[config.mk]
export PLATFORM = sky130hd
export DESIGN_NAME = spmv_kernel_launcher_flat
export DESIGN_NICKNAME = d
export VERILOG_FILES = /design/src/rtl/spmv_kernel_launcher_if.sv /design/src/rtl/spmv_kernel_launcher.sv /design/src/flat_wrapper.sv
export SDC_FILE = /design/constraint.sdc
export NUM_CORES = 1
export LEC_CHECK = 0
export CELL_PAD_IN_SITES_DETAIL_PLACEMENT = 1
export CELL_PAD_IN_SITES_GLOBAL_PLACEMENT = 1
export CORE_MARGIN = 1.5
export CORE_UTILIZATION = 32
export CTS_CLUSTER_SIZE = 14
export DETAILED_ROUTE_END_ITERATION = 10
export PLACE_DENSITY = 0.88
export SETUP_SLACK_MARGIN = 0.3
export SLEW_MARGIN = 20
export SYNTH_ARGS = -nofsm -noshare
export SYNTH_HDL_FRONTEND = slang
export SYNTH_SLANG_ARGS = --single-unit
[constraint.sdc]
create_clock -name aclk -period 4.2 [get_ports aclk]
set_input_delay 0.42 -clock aclk [delete_from_list [all_inputs] [get_ports aclk]]
set_output_delay 0.42 -clock aclk [all_outputs]
set_load 0.02 [all_outputs]
[src/rtl/spmv_kernel_launcher_if.sv]
// Launcher-to-kernel link: one job descriptor channel and one row-completion beat channel.
// The master side is the launcher and the slave side is the SpMV kernel.
interface spmv_kernel_launcher_if;
  logic        m_job_valid;
  logic        m_job_ready;
  logic [31:0] m_job_row_num;
  logic [31:0] m_job_nnz_num;
  logic        s_row_done_valid;
  logic        s_row_done_ready;

  modport master (
    output m_job_valid, m_job_row_num, m_job_nnz_num, s_row_done_ready,
    input  m_job_ready, s_row_done_valid
  );

  modport slave (
    input  m_job_valid, m_job_row_num, m_job_nnz_num, s_row_done_ready,
    output m_job_ready, s_row_done_valid
  );
endinterface

[src/rtl/spmv_kernel_launcher.sv]
// Per-kernel launch sequencer: edge-detects start, issues one job descriptor,
// counts row-completion beats and reports busy/done/error plus a run-cycle counter.
module spmv_kernel_launcher #(
  parameter logic [31:0] MAX_ROWS = 32'h0010_0000,
  parameter int          CNT_W    = 32
) (
  input  logic                    aclk,
  input  logic                    areset,
  input  logic [31:0]             cfg_ctrl,
  input  logic [31:0]             cfg_row_num,
  input  logic [31:0]             cfg_nnz_num,
  spmv_kernel_launcher_if.master  job_if,
  output logic                    busy,
  output logic                    done,
  output logic                    error,
  output logic [CNT_W-1:0]        rows_done,
  output logic [CNT_W-1:0]        cycle_count
);

  typedef enum logic [1:0] {
    S_IDLE  = 2'd0,
    S_ISSUE = 2'd1,
    S_RUN   = 2'd2
  } state_t;

  state_t             r_state;
  state_t             w_state_next;
  logic               r_start_d;
  logic               r_done;
  logic               r_error;
  logic [CNT_W-1:0]   r_rows_done;
  logic [CNT_W-1:0]   r_cycle_count;
  logic [31:0]        r_job_row_num;
  logic [31:0]        r_job_nnz_num;

  logic               w_launch;
  logic               w_abort;
  logic               w_handshake;
  logic               w_beat;
  logic               w_row_zero;
  logic               w_row_big;
  logic [CNT_W-1:0]   w_rows_next;
  logic               w_last_beat;

  assign w_launch    = cfg_ctrl[0] & ~r_start_d;
  assign w_abort     = cfg_ctrl[1];
  assign w_handshake = job_if.m_job_valid & job_if.m_job_ready;
  assign w_beat      = job_if.s_row_done_valid;
  assign w_row_zero  = (cfg_row_num == 32'd0);
  assign w_row_big   = (cfg_row_num > MAX_ROWS);
  assign w_rows_next = r_rows_done + CNT_W'(1);
  assign w_last_beat = w_beat && (w_rows_next == CNT_W'(r_job_row_num));

  // Decoded from the state register so reset drops the descriptor immediately.
  assign job_if.m_job_valid      = (r_state == S_ISSUE);
  assign job_if.m_job_row_num    = r_job_row_num;
  assign job_if.m_job_nnz_num    = r_job_nnz_num;
  assign job_if.s_row_done_ready = 1'b1;

  assign busy        = (r_state != S_IDLE);
  assign done        = r_done;
  assign error       = r_error;
  assign rows_done   = r_rows_done;
  assign cycle_count = r_cycle_count;

  always_ff @(posedge aclk or posedge areset) begin
    if (areset) begin
      r_state <= S_IDLE;
    end else begin
      // NOTE: state uses non-blocking assignment so every flop samples pre-edge values.
      r_state <= w_state_next;
    end
  end

  always_comb begin
    // NOTE: default assigned first so no path leaves w_state_next unassigned (no latch).
    w_state_next = r_state;
    case (r_state)
      S_IDLE: begin
        if (w_launch && !w_row_zero && !w_row_big) w_state_next = S_ISSUE;
      end
      S_ISSUE: begin
        if (w_abort)          w_state_next = S_IDLE;
        else if (w_handshake) w_state_next = S_RUN;
      end
      S_RUN: begin
        if (w_abort || w_last_beat) w_state_next = S_IDLE;
      end
      default: w_state_next = S_IDLE;
    endcase
  end

  always_ff @(posedge aclk or posedge areset) begin
    if (areset) begin
      r_start_d     <= 1'b0;
      r_done        <= 1'b0;
      r_error       <= 1'b0;
      r_rows_done   <= '0;
      r_cycle_count <= '0;
      r_job_row_num <= '0;
      r_job_nnz_num <= '0;
    end else begin
      r_start_d <= cfg_ctrl[0];
      case (r_state)
        S_IDLE: begin
          if (w_launch) begin
            r_done        <= w_row_zero;
            r_error       <= w_row_big;
            r_rows_done   <= '0;
            r_cycle_count <= '0;
            r_job_row_num <= cfg_row_num;
            r_job_nnz_num <= cfg_nnz_num;
          end
          // A stray beat outranks the clear of a same-cycle launch.
          if (w_beat) r_error <= 1'b1;
        end
        S_ISSUE: begin
          if (w_abort || w_beat) r_error <= 1'b1;
          if (w_abort)          r_done        <= 1'b0;
          else if (w_handshake) r_cycle_count <= '0;
        end
        S_RUN: begin
          if (w_abort) begin
            r_error <= 1'b1;
            r_done  <= 1'b0;
          end else begin
            if (r_cycle_count != '1) r_cycle_count <= r_cycle_count + CNT_W'(1);
            if (w_beat)              r_rows_done   <= w_rows_next;
            if (w_last_beat)         r_done        <= 1'b1;
          end
        end
        default: ;
      endcase
    end
  end

endmodule

[src/flat_wrapper.sv]
// flat-port wrapper written by rule: the top's interface ports become plain ports
module spmv_kernel_launcher_flat 
#(
  parameter logic [31:0] MAX_ROWS = 32'h0010_0000,
  parameter int          CNT_W    = 32
)
  (aclk, areset, cfg_ctrl, cfg_row_num, cfg_nnz_num, busy, done, error, rows_done, cycle_count, job_if_m_job_valid, job_if_m_job_row_num, job_if_m_job_nnz_num, job_if_s_row_done_ready, job_if_m_job_ready, job_if_s_row_done_valid);
  spmv_kernel_launcher_if job_if_i ();
  input  logic aclk;
  input  logic areset;
  input  logic [31:0] cfg_ctrl;
  input  logic [31:0] cfg_row_num;
  input  logic [31:0] cfg_nnz_num;
  output logic busy;
  output logic done;
  output logic error;
  output logic [CNT_W-1:0] rows_done;
  output logic [CNT_W-1:0] cycle_count;
  output wire logic [$bits(job_if_i.m_job_valid)-1:0] job_if_m_job_valid;
  output wire logic [$bits(job_if_i.m_job_row_num)-1:0] job_if_m_job_row_num;
  output wire logic [$bits(job_if_i.m_job_nnz_num)-1:0] job_if_m_job_nnz_num;
  output wire logic [$bits(job_if_i.s_row_done_ready)-1:0] job_if_s_row_done_ready;
  input wire logic [$bits(job_if_i.m_job_ready)-1:0] job_if_m_job_ready;
  input wire logic [$bits(job_if_i.s_row_done_valid)-1:0] job_if_s_row_done_valid;
  assign job_if_m_job_valid = job_if_i.m_job_valid;
  assign job_if_m_job_row_num = job_if_i.m_job_row_num;
  assign job_if_m_job_nnz_num = job_if_i.m_job_nnz_num;
  assign job_if_s_row_done_ready = job_if_i.s_row_done_ready;
  assign job_if_i.m_job_ready = job_if_m_job_ready;
  assign job_if_i.s_row_done_valid = job_if_s_row_done_valid;
  spmv_kernel_launcher #(.MAX_ROWS(MAX_ROWS), .CNT_W(CNT_W)) u_core (.aclk(aclk), .areset(areset), .cfg_ctrl(cfg_ctrl), .cfg_row_num(cfg_row_num), .cfg_nnz_num(cfg_nnz_num), .job_if(job_if_i), .busy(busy), .done(done), .error(error), .rows_done(rows_done), .cycle_count(cycle_count));
endmodule
# --- Yosys cells after proc, flatten, opt, wreduce, memory -nomap -nowiden ---
# Index checks and enable logic that the tools add are counted.
classes:
  multipliers: 0
  n_reduce_logical: 18
  n_eq_ne: 18
  bitwise_logic: 3
  muxes: 24
  n_shift: 0
  addsub: 2
  div_mod_pow: 0
  n_lt_le_gt_ge: 1
op_table:
  columns: ["op", "n"]
  rows:
  - ["2-to-1 mux 32 bit", 7]
  - ["case mux 32 bit (3 select lines)", 1]
  - ["adder 32 x 1 -> 32 bit, second input constant", 2]
  - ["case mux 32 bit (2 select lines)", 1]
  - ["== test 32 bit", 1]
  - ["> comparator 32 x 21 -> 1 bit, second input constant", 1]
  - ["logical NOT 32 bit", 1]
  - ["inequality test 32 bit, second input constant", 1]
  - ["inequality test 2 bit, second input constant", 7]
  - ["AND reduction 4 bit", 3]
  - ["2-to-1 mux 1 bit", 8]
  - ["2-to-1 mux 2 bit", 4]
  - ["inequality test 2 x 1 -> 1 bit, second input constant", 4]
  - ["inequality test 3 x 2 -> 1 bit, second input constant", 2]
  - ["case mux 1 bit (3 select lines)", 2]
  - ["case mux 2 bit (3 select lines)", 1]
  - ["AND reduction 6 bit", 1]
  - ["nonzero test 2 bit", 2]
  - ["logical AND 1 bit", 3]
  - ["inequality test 3 bit, second input constant", 1]
  - ["AND reduction 3 bit", 1]
  - ["nonzero test 3 bit", 1]
  - ["AND 1 bit", 2]
  - ["== test 2 x 1 -> 1 bit, second input constant", 1]
  - ["other kinds (6)", 8]
word_totals:
  word_cells: 74
  n_memories: 0
  latch_bits: 0
  output_inout_bits: 133
  mem_bits_ro: 0
  ram_bits: 0
  regBits: 133
  in_bits: 100

# --- Longest topological paths before layout ---
depth:
  word_depth: 6
  mapped_depth: 11
  depth_no_buf: 10

# --- Worst setup path before layout ---
# No wires, ideal clock.
synth_timing:
  path_kind: "reg2reg"
  startpoint: "reg u_core.r_rows_done[0] (netlist: u_core.rows_done[0])"
  endpoint: "reg u_core.r_state[0]"
  arrival_time_ps: 2727
  required_time_ps: 4099
  slack_ps: 1372
  period_less_slack_ps: 2828
  setup_time_ps: 101
  stages_incl_launch_ff: 10
  n_path_buf: 0
  path_cell_list: "dfrtp_1 -> ha_1 -> nand3_1 -> or4_4 -> or2_1 -> xnor2_1 -> o211ai_1 -> nand4bb_4 -> o21a_1 -> o311ai_2"
synth_between:
  elab_chain_cells: 6
synth_lines:
  columns: ["element", "line_no", "text"]
  rows:
  - ["start: declaration", "spmv_kernel_launcher.sv:31", "logic [CNT_W-1:0] r_rows_done;"]
  - ["start signal: assignment", "spmv_kernel_launcher.sv:128", "if (w_beat) r_rows_done <= w_rows_next;"]
  - ["adder 32 x 1 -> 32 bit", "spmv_kernel_launcher.sv:51", "assign w_rows_next = r_rows_done + CNT_W'(1);"]
  - ["== test 32 bit", "spmv_kernel_launcher.sv:52", "assign w_last_beat = w_beat && (w_rows_next == CNT_W'(r_job_row_num));"]
  - ["logical AND 1 bit", "spmv_kernel_launcher.sv:52", null]
  - ["logical OR 1 bit", "spmv_kernel_launcher.sv:87", "if (w_abort || w_last_beat) w_state_next = S_IDLE;"]
  - ["inequality test 2 x 1 -> 1 bit (no line)", null, null]
  - ["AND reduction 3 bit (no line)", null, null]
  - ["end signal: assignment", "spmv_kernel_launcher.sv:71", "r_state <= w_state_next;"]
  - ["end: declaration", "spmv_kernel_launcher.sv:26", "state_t r_state;"]
# No other way between the ends.
# A chain may end at the register's enable or synchronous reset.

# --- Worst setup path in the final report ---
# Ends and elaborated chain as after synthesis.

==> metrics <==
Die Ht 155 um; # DRC 0; first-pass GRT wire length 41200 um; Syn Nets 837; post-route cell area 10200 um^2; initial antenna violation count 3; TritonRoute pass-1 iters 6; Initial Util 0.325; IO Port Bufs 201; TritonCTS clock tree done; ys async rst share 1.00; root buffer cell clkbuf_16; average cell area after synthesis 10.1 um^2; Final Max Slew Viols 0; max-cap violations 0; max frequency 308 MHz; #FFs+latches synth 133; synthesized cell area 7360 um^2; run status complete, no violations; static leakage 4.04 nW; DRT iter0 DRCs 435; Distinct cells, synth 67; Die Width 155 um; Congestion Overflow GR 0; cts repair resizes 0; total wire length 26100 um; Compound-Gate Fraction of Synth Area 0.117; Die ar. 23900 um^2; worst-skew pair later-pin latency 420 ps; worst path arrival time 3560 ps; CP Capture Type flop; Pwr Density 488 nW/um^2; Worst EP required 4510 ps; Final ANT Viol Nets 0; Area growth, synth to finish 39.0%; Period minus WS final 3250 ps; Yosys warning total 0; commonest cells in the netlist dfrtp_1 (133), nor2_1 (67), mux2_2 (63), o21ai_0 (55), nand2_1 (45); crit-path max cell delay 580 ps; Slew headroom 0.310; Placed Area 9630 um^2; nets@finish 1024; measured slew at the worst slew-check pin 1030 ps; Hold Buf Count CTS 0; share of layout cells above drive strength 1 0.142; leading area contributor after synthesis dfrtp_1; setup tns final 0 ps; Post-synth EDFFs 0; largest family of logic cells by synthesized area simple AND/OR/NAND/NOR gates; Met1 Routed Length 10800 um; sequential share of the synthesized area 0.452; number of I/O pins 233; number of global-route vias before repair 7258; peak supply drop 262 uV; post-synthesis cell count 731; count leader, synth dfrtp_1; Hold WC Path Type in2async; Post-CTS Setup Repair Bufs 0; via count 6719; unrepaired setup endpoints after global routing false; Final Hold Fails 0; cts bufs inserted 17; clk buf depth 2; met3 wire length 1380 um; Vias/cell 5.53; count of clock tree sinks 133; worst path cell trace ha_1 -> nand3_1 -> or4_4 -> or2_1 -> xnor2_1 -> o211ai_1 -> nand4bb_4 -> o21a_1 -> o311ai_2; Synth top area share 0.452; largest net degree at the start of global routing 75; clk slew on worst S/H paths 60 ps; Final Setup Violations 0; Worst Skew 6.35 ps; placed wire-length estimate 18600 um; Post-synth top flop dfrtp_1; Synth Area in Simple Gates 0.206; H-tree level count 4; Worst path slowest cell or4_4; FP Rows 55; top layer in use met5; RD Place Congestion 0.819; type of origin of the critical path flop; mux share of post-synthesis cell area 0.0964; total global routing track utilization 0.222; met2 WL 12700 um; Crit Path Class reg2reg; dominant cells by area after synthesis dfrtp_1 (45%), mux2_2 (9.6%), xnor2_1 (4.8%), o21ai_0 (3.7%), xor2_1 (3.7%); Synth Area in Adders 0.0102; Worst Path Max Fanout 7; placeable core region 22600 um^2; final cycle utilization of the critical path 0.773; WL/cell 21.5 um; Post-Synth XOR/XNOR Area 0.0845
report_power, final:
group / total (mW) / switching, mW / internal, mW / leakage [nW]
clock: 1.55 / 0.584 / 0.963 / 0.301
sequential: 1.76 / 0.232 / 1.52 / 1.70
combinational: 1.69 / 0.859 / 0.828 / 2.04
sequential cells by signal (all words and copies together) (netlist names):
name                         count
u_core.r_state                   2
u_core.job_if.m_job_row_num     32
u_core.done                      1
u_core.r_start_d                 1
u_core.error                     1
u_core.cycle_count              32
u_core.rows_done                32
u_core.job_if.m_job_nnz_num     32
placed cells by master (no fill, tap or decap), drive strengths merged, types with 3 or more instances in the layout:
master	count
nand3	36
nand2b	4
nor2b	3
clkdlybuf4s50	201
clkbuf	23
o31ai	23
a21oi	18
or4	4
nor4	21
inv	14
mux2	63
ha	6
nor3	16
nor2	67
dfrtp	133
or2	5
and4	6
nand2	46
xnor2	40
o21ai	58
or3	4
o22ai	3
and3	12
o211ai	3
xor2	31
clkinv	5
a211oi	4
buf	8
nand4	23
and2	12
a31oi	8
final cells by class:
class                      count  area, um^2
clock buffer                  23         508
sequential                   133        3330
timing repair buffer         209        2080
inverter                      15        60.1
tap                          285         357
multi-input combinational    542        3800
fill                        2468       12400
antenna                        1        2.50
clock inverter                 8        96.3
per-layer routing:
| metal | vias to the layer above | track usage |
|---|---|---|
| li1 | 3004 | - |
| met1 | 3397 | 0.271 |
| met2 | 242 | 0.363 |
| met3 | 74 | 0.0493 |
| met4 | 2 | 0.125 |
| met5 | - | 0 |
through the flow:
step	cells	power (mW)	setup slack (ps)	utilization	hold slack, ps
floorplan	731	2.62	1370	-	451
global placement	1184	3.39	1170	0.425	486
detailed placement	1184	3.45	1060	0.425	495
CTS	1215	5.03	973	0.452	439
global route	1216	5.20	720	0.452	478
finish	1216	4.99	952	0.452	427
critical path, delay by kind of cell (launching register included):
family          cells  cell delay [ps]
flops               1              460
xor+xnor            1              210
fa+ha+maj           1              390
compound gates      3              670
simple gates        4             1420
worst paths after layout:
path                                                 start                              end  slack, ps  depth (start not counted)
hold reg to reg            u_core.job_if.m_job_nnz_num[30]  u_core.job_if.m_job_nnz_num[30]        500                          1
setup reg to reg                       u_core.rows_done[0]                u_core.r_state[0]        950                          9
hold / removal                                      areset  u_core.job_if.m_job_nnz_num[19]        430                          2
min in group aclk          u_core.job_if.m_job_nnz_num[30]  u_core.job_if.m_job_nnz_num[30]        500                          1
max in group asynchronous                           areset             u_core.rows_done[16]       2890                          3
setup / recovery                       u_core.rows_done[0]                u_core.r_state[0]        950                          9
logic make-up after synthesis:
group	after synthesis
flip-flops	133
AO/OA/AOI/OAI	134
adder cells (fa/ha/maj)	6
multiplexers	63
XOR/XNOR	71
other	1
AND/OR/NAND/NOR	267
buffers and inverters	56
(Power assumes the default switching activity.)
==> RTL change: new RTL, config.mk and constraints unchanged <==
Make the reset (`areset`) synchronous in 2 clocked blocks.
--- a/src/rtl/spmv_kernel_launcher.sv
+++ b/src/rtl/spmv_kernel_launcher.sv
@@ -63,7 +63,7 @@
   assign rows_done   = r_rows_done;
   assign cycle_count = r_cycle_count;
 
-  always_ff @(posedge aclk or posedge areset) begin
+  always_ff @(posedge aclk) begin
     if (areset) begin
       r_state <= S_IDLE;
     end else begin
@@ -90,7 +90,7 @@
     endcase
   end
 
-  always_ff @(posedge aclk or posedge areset) begin
+  always_ff @(posedge aclk) begin
     if (areset) begin
       r_start_d     <= 1'b0;
       r_done        <= 1'b0;
Function: differs if areset is asserted again (counterexample within 4 cycles, from zero or initial values and one cycle with areset high); with areset held inactive, the same outputs for 4 cycles.
==> RTL change against the original RTL <==
  * Clock skew is 0.0032 ns higher
  * Final area is 6.1% lower
  * Non-clock buffer count increased by 5
  * Maximum frequency shrank 6.4%
  * Via count up 8.4%
  * Worst setup slack worse by 0.22 ns
  * Critical endpoint is now u_core.done
  * Hold slack got worse by 0.24 ns
  * Wire length is 2.9% lower
  * Sequential cell count stayed put
  * Die area decreased by 7.1%
  * Global-route usage rose by 0.55 points
  * Highest routed layer is now met4
  * Synthesized area is 7.2% lower
Power is not compared: it rests on default switching activity, and its combinational part moved more than twofold at a synthesized area within 25%.
==> RTL change: results (changes against the original RTL) <==
outcome = complete, no violations
IO buf count = 201 (unchanged)
Clock transition at path regs = 0.06 ns (about the same)
nets = 1169 (+14%)
skew final = 0.009546 ns (+0.003195 ns)
Post-CTS Resized = 0 (unchanged)
most frequent cells after synthesis = 183 x nand2_1, 133 x dfxtp_1, 107 x a21oi_1, 76 x nor2_1, 45 x clkbuf_1
number of global-route vias before repair = 7457 (+2.7%)
drt pass-1 iters = 5 (-1)
Seq/Total Area, Yosys = 38.97% (-6.2 points)
WHS Endpoint = u_core.r_start_d
Ys Warns = 0 (unchanged)
Post-DP HPWL = 18480 microns (-0.64%)
Wirelength per Cell = 18.75 microns (-13%)
Post-Syn Instances = 892 (+22%)
hold path start = areset
Cells after DPL = 1318 (+11%)
fraction of layout cells with a size suffix above 1 = 5.855% (-8.3 points)
GPL Wtd Cong = 0.8951 (+9.3%)
largest net degree at the start of global routing = 101 (+35%)
routed vias/inst = 5.392 (-2.4%)
ys flop type = dfxtp_1
cts bufs inserted = 17 (unchanged)
Clock Path Buffers = 2 (unchanged)
Max Fanout on Critical Path = 9 (+2)
arrival time of the worst setup path = 3.82 ns (+0.26 ns)
first-pass GRT wire length = 39610 microns (-3.9%)
count of unique library cells instantiated by Yosys = 60 (-10%)
hold path depth = 2
Setup Buffers After CTS = 0 (unchanged)
initial antenna violation count = 0 (-3)
Hold WC Path Type = primary input to flop
worst-skew pair later-pin latency = 0.43 ns
reg2reg start = u_core.rows_done[0]
GRT Util Overall = 22.75% (+0.55 points)
DR iter-0 viols = 346 (-20%)
end of the worst register-to-register path = u_core.done
Peak supply drop = 221.9 uV
worst-margin pin slew = 0.8968 ns (-0.1347 ns)
CTS H-Tree Depth = 4 (unchanged)
Post-Layout Cell Count = 1351 (+11%)
# diodes = 0 (-1)
ranking of synthesized cells by area = dfxtp_1 39%, nand2_1 10%, a21oi_1 7.8%
Pleak = 0.003359 uW
Reg2Reg Depth = 9 (unchanged)
root buffer cell = clkbuf_16
r2r setup slk = 0.73 ns (-0.22 ns)
Syn Nets = 998 (+19%)
ys async rst share = 0% (-100 points)
-- RTL change: area by class of cell --
cell class                 count  area, sq um
inverter                       9        33.78
clock buffer                  17        425.4
multi-input combinational    688         3887
tap                          275        344.1
timing repair buffer         214         2127
clock inverter                15        136.4
sequential                   133         2663
fill                        2543        11340
-- RTL change: metrics by stage --
stage	cell area, sq um	worst slack [ns]	util (%)	power [uW]	hold WS (ns)
2_1_floorplan	6833	1.310	-	1532	0.4818
3_3_place_gp	9027	0.9683	43.08	1726	0.4403
3_5_place_dp	9027	0.8630	43.08	1737	0.4458
4_1_cts	9589	0.7529	45.76	3190	0.1752
5_1_grt	9617	0.5536	45.89	3269	0.1955
6_report	9617	0.7288	45.89	3161	0.1891
-- RTL change: how the worst max path moves through the flow --
| stage | from | end | slack [ns] | depth (start not counted) |
|---|---|---|---|---|
| after floorplan | u_core.rows_done[0] | u_core.r_state[1] | 1.31 | 9 |
| after global placement | u_core.rows_done[7] | u_core.r_state[1] | 0.97 | 8 |
| after detailed placement | u_core.rows_done[0] | u_core.done | 0.86 | 9 |
| after CTS | u_core.rows_done[0] | u_core.r_state[1] | 0.75 | 9 |
| after global routing | u_core.rows_done[0] | u_core.done | 0.55 | 9 |
| final | u_core.rows_done[0] | u_core.done | 0.73 | 9 |
-- RTL change: cell families after synthesis --
group	after synthesis	share of synthesized area (%)
compound gates	187	15.71
xor+xnor	66	8.460
fa+ha+maj	6	1.099
buf+inv	71	4.303
flops	133	38.97
mux	7	1.044
other cells	1	0.05488
simple gates	421	30.36
-- RTL change: metal layers --
layer	global-route usage [%]	up-vias	part of all wire, %
li1	-	3458	-
met1	27.90	3524	42
met2	36.76	244	47
met3	7.003	59	7.8
met4	9.752	0	3.6
met5	0	-	0
-- RTL change: power breakdown --
| part | leakage, uW | internal, uW | switching (uW) |
|---|---|---|---|
| clock | 0.000270 | 781 | 665 |
| combinational | 0.00201 | 178 | 204 |
| sequential | 0.00108 | 1300 | 34.4 |
| total | 0.00336 | 2260 | 904 |
-- RTL change: critical path, cell delays in order (launching register included) --
cell,delay [ns]
dfxtp_1,0.47
ha_1,0.31
nand3_1,0.42
nor4_4,0.69
a41oi_1,0.20
nor3_1,0.53
nor4b_1,0.16
and4_1,0.28
o21ai_0,0.15
nor3b_1,0.17
